==> src/rtl/ws2812b_tx.sv <==
// WS2812B serializer: pulls GRB pixels over valid/ready, emits NRZ bit cells and a latch gap.
// Gated by a synchronized PLL lock that must be stable before any frame is accepted.
module ws2812b_tx #(
  parameter int unsigned NUM_LEDS     = 64,
  parameter int unsigned BIT_CYCLES   = 26,
  parameter int unsigned T0H_CYCLES   = 7,
  parameter int unsigned T1H_CYCLES   = 15,
  parameter int unsigned LATCH_CYCLES = 1260,
  parameter int unsigned LOCK_STABLE  = 1024,
  parameter int unsigned STALL_MAX    = 63
) (
  input  logic        clock,
  input  logic        reset_n,
  input  logic        pll_locked,
  input  logic        frame_start,
  input  logic [23:0] pixel_data,
  input  logic        pixel_valid,
  output logic        pixel_ready,
  output logic [(NUM_LEDS > 1 ? $clog2(NUM_LEDS) : 1)-1:0] led_index,
  output logic        busy,
  output logic        frame_done,
  output logic        underrun,
  output logic        dout
);
  localparam int IW = (NUM_LEDS > 1) ? $clog2(NUM_LEDS) : 1;
  localparam int KW = $clog2(LOCK_STABLE + 1);
  localparam int SW = $clog2(STALL_MAX + 1);
  localparam int CW = $clog2(BIT_CYCLES);
  localparam int LW = $clog2(LATCH_CYCLES);

  localparam logic [2:0] S_LOCK  = 3'd0;
  localparam logic [2:0] S_IDLE  = 3'd1;
  localparam logic [2:0] S_LOAD  = 3'd2;
  localparam logic [2:0] S_SEND  = 3'd3;
  localparam logic [2:0] S_LATCH = 3'd4;

  logic          lock_s1_q, lock_s2_q;
  logic [2:0]    state_q, state_d;
  logic [KW-1:0] lock_cnt_q, lock_cnt_d;
  logic [SW-1:0] stall_q, stall_d;
  logic [CW-1:0] cell_q, cell_d;
  logic [4:0]    bit_q, bit_d;
  logic [LW-1:0] latch_q, latch_d;
  logic [23:0]   shift_q, shift_d;
  logic [IW-1:0] idx_q, idx_d;
  logic          unr_q, unr_d;
  logic [CW-1:0] th;

  always_ff @(posedge clock or negedge reset_n) begin
    if (!reset_n) begin
      lock_s1_q  <= 1'b0;
      lock_s2_q  <= 1'b0;
      state_q    <= S_LOCK;
      lock_cnt_q <= '0;
      stall_q    <= '0;
      cell_q     <= '0;
      bit_q      <= '0;
      latch_q    <= '0;
      shift_q    <= '0;
      idx_q      <= '0;
      unr_q      <= 1'b0;
    end else begin
      lock_s1_q  <= pll_locked;
      lock_s2_q  <= lock_s1_q;
      state_q    <= state_d;
      lock_cnt_q <= lock_cnt_d;
      stall_q    <= stall_d;
      cell_q     <= cell_d;
      bit_q      <= bit_d;
      latch_q    <= latch_d;
      shift_q    <= shift_d;
      idx_q      <= idx_d;
      unr_q      <= unr_d;
    end
  end

  always_comb begin
    state_d    = state_q;
    lock_cnt_d = lock_cnt_q;
    stall_d    = stall_q;
    cell_d     = cell_q;
    bit_d      = bit_q;
    latch_d    = latch_q;
    shift_d    = shift_q;
    idx_d      = idx_q;
    unr_d      = unr_q;
    case (state_q)
      S_LOCK: begin
        if (!lock_s2_q) lock_cnt_d = '0;
        else if (lock_cnt_q == KW'(LOCK_STABLE - 1)) begin
          lock_cnt_d = '0;
          state_d    = S_IDLE;
        end else lock_cnt_d = lock_cnt_q + 1'b1;
      end
      S_IDLE: begin
        if (frame_start) begin
          idx_d   = '0;
          unr_d   = 1'b0;
          stall_d = '0;
          state_d = S_LOAD;
        end
      end
      S_LOAD: begin
        if (pixel_valid) begin
          shift_d = pixel_data;
          cell_d  = '0;
          bit_d   = '0;
          stall_d = '0;
          state_d = S_SEND;
        end else if (stall_q == SW'(STALL_MAX - 1)) begin
          unr_d   = 1'b1;
          latch_d = '0;
          state_d = S_LATCH;
        end else stall_d = stall_q + 1'b1;
      end
      S_SEND: begin
        if (cell_q == CW'(BIT_CYCLES - 1)) begin
          cell_d  = '0;
          shift_d = {shift_q[22:0], 1'b0};
          if (bit_q == 5'd23) begin
            if (idx_q == IW'(NUM_LEDS - 1)) begin
              latch_d = '0;
              state_d = S_LATCH;
            end else begin
              idx_d   = idx_q + 1'b1;
              stall_d = '0;
              state_d = S_LOAD;
            end
          end else bit_d = bit_q + 1'b1;
        end else cell_d = cell_q + 1'b1;
      end
      S_LATCH: begin
        if (latch_q == LW'(LATCH_CYCLES - 1)) begin
          latch_d = '0;
          state_d = S_IDLE;
        end else latch_d = latch_q + 1'b1;
      end
      default: state_d = S_LOCK;
    endcase
    // Lock loss overrides everything and abandons any frame in flight.
    if (!lock_s2_q && state_q != S_LOCK) begin
      state_d    = S_LOCK;
      lock_cnt_d = '0;
    end
  end

  assign th          = shift_q[23] ? CW'(T1H_CYCLES) : CW'(T0H_CYCLES);
  assign dout        = (state_q == S_SEND) && (cell_q < th);
  assign pixel_ready = (state_q == S_LOAD);
  assign busy        = (state_q == S_LOAD) || (state_q == S_SEND) || (state_q == S_LATCH);
  assign frame_done  = (state_q == S_LATCH) && (latch_q == LW'(LATCH_CYCLES - 1)) && lock_s2_q;
  assign underrun    = unr_q;
  assign led_index   = idx_q;
endmodule
==> config.mk <==
export PLATFORM = sky130hd
export DESIGN_NAME = ws2812b_tx
export DESIGN_NICKNAME = d
export VERILOG_FILES = /design/src/rtl/ws2812b_tx.sv
export SDC_FILE = /design/constraint.sdc
export NUM_CORES = 1
export LEC_CHECK = 0
export CELL_PAD_IN_SITES_DETAIL_PLACEMENT = 1
export CELL_PAD_IN_SITES_GLOBAL_PLACEMENT = 1
export CORE_ASPECT_RATIO = 1.5
export CORE_MARGIN = 8
export CORE_UTILIZATION = 40
export CTS_BUF_LIST = sky130_fd_sc_hd__clkbuf_16
export DETAILED_ROUTE_END_ITERATION = 8
export PLACE_DENSITY = 0.82
export SYNTH_ARGS = -nofsm -noshare
export SYNTH_HDL_FRONTEND = slang
export SYNTH_SLANG_ARGS = --single-unit
==> constraint.sdc <==
create_clock -name clock -period 1.7 [get_ports clock]
set_input_delay 0.34 -clock clock [delete_from_list [all_inputs] [get_ports clock]]
set_output_delay 0.34 -clock clock [all_outputs]
set_load 0.03 [all_outputs]
==> reports/metrics.yaml <==
final_layout:
  synthToLayoutAreaGrowth_pct: 69.9
  drive_above_1_share_pct: 45.1
  fin_nets: 623
  stdcell_count: 705
  insertedDiodeCount: 0
synthesis:
  synth.distinct_cells: 62
  synth_edf_count: 0
  yosysSeqAreaShare_pct: 47.1
  synth_common_cells: "80 x nand2_1, 74 x dfrtp_1, 48 x nor2_1"
  ys.flop_type: "dfrtp_1"
  synth_seq_cells: 74
  synth.most_common_cell: "nand2_1"
  syn_inst: 428
  synthTopCellsByArea: "dfrtp_1 47%, nand2_1 7.6%, nor2_1 4.6%"
  yosysWarnings: 0
  syn_area_um2: 3930
  synth_top_area_share_pct: 47.1
  syn_nets: 466
  synthArstFlopShare_pct: 100
  syn_avg_cell_area_um2: 9.19
  synth_top_area_cell: "dfrtp_1"
grt:
  grt_pass1_wl_um: 26200
  grt_usage_pct: 25.0
  grt_pass1_vias: 4739
  antenna_found_initial: 0
  overflow: 0
  grt_max_degree: 75
placement:
  dp.cells: 635
  dp_hpwl_um: 8190
  gp_congestion: 0.779
  portBuffers: 39
die:
  pin_count: 40
  die_x_um: 96.9
  initial_core_util_pct: 40.8
  dieArea_um2: 13300
  die_y_um: 137
  rows: 44
  fp.coreArea_um2: 9630
timing:
  tightest_slew_ns: 0.477
  hold_viol: 0
  drv_slew: 0
  worst_slack_ns: -0.430
  relSlewSlack_pct: 68.0
  setup_violations: 71
  rsz0062_at_grt: "yes"
  fin_tns_setup_ns: -14.96
  period_needed_ns: 2.13
  period_share_pct: 125
  fin_skew_ns: 0.00624
  holdWs_ns: 0.0199
  fmax_mhz: 469
clocking:
  htreeDepth: 3
  cts_buffers: 9
  hold_buffers: 0
  cts_tree: "done"
  clk_latency_ns: 0.35
  clk_pin_slew_worst_paths_ns: 0.06
  clock-sinks: 74
  cts.root.buffer_cell: "clkbuf_16"
  cts_buffer_depth: 2
power:
  p_sw_mw: 0.969
  leakage_nw: 2.95
  vdd_drop_max_mv: 0.635
  power.density_nw_per_um2: 661
  power.internal_mw: 3.45
  clockPowerShare_pct: 54.7
  power_frac_seq_pct: 40.3
  swShare_pct: 22.0
  comb_power_share_pct: 5.0
  p_total_mw: 4.41
setup_path:
  cp-end-kind: "output pin"
  critPathLaunchType: "flip-flop"
  r2r-start: "latch_q[9]"
  crit_path_max_incr_delay_ns: 0.57
  cpMaxStageDelayCell: "or4b_4"
  arrival_ns: 1.79
  cp_cell_sequence: "or4b_4 > nor3_4 > and3_4 > buf_6"
  cp_max_fo: 2
  crit_start: "latch_q[9]"
  worstPathRequired_ns: 1.36
  path_class: "reg2out"
outcome:
  violations: "negative setup slack"
  status: "finished with violations"
detailed_routing:
  drtIter0Drc: 239
  drt.antenna.violating_nets: 0
  wl_per_cell_um: 28.6
  vias: 4401
  drt-pass1-iter-count: 4
  drt-total-wl_um: 20200
  vias_per_cell: 6.24
  route.detailed.drc: 0
hold_path:
  min_path_type: "in2async"
job:
  cap_violations: 0
repair_timing:
| action | in CTS | in global routing |
|---|---|---|
| cloned | 6 | 1 |
| endpoints found under the setup margin | 69 | 70 |
| gates resized for setup | 122 | 104 |
| buffers inserted | 24 | 32 |
| hold endpoints to repair | 0 | 0 |
| pin swaps | 34 | 41 |
registers in the layout, indices dropped and copies added, names as in the netlist:
| signal | flops |
|---|---|
| led_index | 6 |
| cell_q | 5 |
| lock_s2_q | 1 |
| lock_s1_q | 1 |
| underrun | 1 |
| stall_q | 6 |
| shift_q | 24 |
| latch_q | 11 |
| lock_cnt_q | 11 |
| state_q | 3 |
| bit_q | 5 |
worst paths after layout:
check / slack (ns) / to / cells past startpoint
setup / recovery: -0.43 / frame_done / 4
hold / removal: 0.02 / latch_q[8] / 2
setup reg to reg: -0.43 / latch_q[5] / 9
hold reg to reg: 0.40 / lock_s2_q / 0
max in group asynchronous: 1.30 / led_index[0] / 2
min in group clock: 0.40 / lock_s2_q / 0
metal layers:
layer / vias to the layer above / wire length (um) / GRT usage [%]
li1: 1844 / - / -
met1: 2249 / 7070 / 25.1
met2: 199 / 10700 / 46.2
met3: 109 / 863 / 4.57
met4: 0 / 1550 / 17.0
met5: - / 0 / 0
cell families (layout without fill, tap and decap cells):
kind of cell	after synthesis	after routing	synth area share (%)
XOR/XNOR	12	12	2.67
adder cells (fa/ha/maj)	9	9	2.86
buffers and inverters	27	189	3.60
AO/OA/AOI/OAI	103	103	17.3
multiplexers	3	3	0.764
AND/OR/NAND/NOR	200	200	25.7
flip-flops	74	74	47.1
final cells by class:
| class | instances | area, um2 |
|---|---|---|
| multi-input cells | 327 | 2650 |
| repair buffers | 165 | 1640 |
| flip-flops and latches | 74 | 1860 |
| clock buffers | 9 | 225 |
| fillers | 958 | 2960 |
| clock inverters | 7 | 133 |
| well taps | 115 | 144 |
| inverters | 8 | 32.5 |
power by group through the flow:
stage | registers (mW) | logic (mW) | clock network (mW)
2_1_floorplan | 1.81 | 0.0344 | 0
3_3_place_gp | 1.81 | 0.172 | 0
3_5_place_dp | 1.81 | 0.177 | 0
4_1_cts | 1.78 | 0.182 | 2.36
5_1_grt | 1.78 | 0.236 | 2.47
6_report | 1.78 | 0.220 | 2.41
worst max-delay path: cells and delay by family (launching register included):
family / cells / cell delay (ns)
buffers and inverters: 1 / 0.12
and+or+nand+nor: 3 / 0.93
DFF: 1 / 0.39
through the flow:
stage / utilization, % / cell area (um2) / setup WS (ns)
2_1_floorplan: - / 3980 / -0.0374
3_3_place_gp: 51.6 / 4970 / -0.546
3_5_place_dp: 51.6 / 4970 / -0.683
4_1_cts: 63.2 / 6090 / -0.394
5_1_grt: 69.3 / 6680 / -0.468
6_report: 69.3 / 6680 / -0.430
placed cells by master, fill, tap and decap left out, types with 8 or more instances in the layout:
| master | n |
|---|---|
| buf_4 | 83 |
| nand2_1 | 74 |
| dfrtp_1 | 69 |
| buf_6 | 33 |
| clkdlybuf4s50_1 | 27 |
| nor2_4 | 22 |
| nor2_1 | 18 |
| o21ai_1 | 18 |
| a31oi_1 | 15 |
| nand3_1 | 12 |
| o21ai_2 | 11 |
| nor2_2 | 10 |
| clkbuf_16 | 10 |
| o21ai_0 | 8 |
| nand4_1 | 8 |
| buf_12 | 8 |
Power figures use the tool's default switching activity.
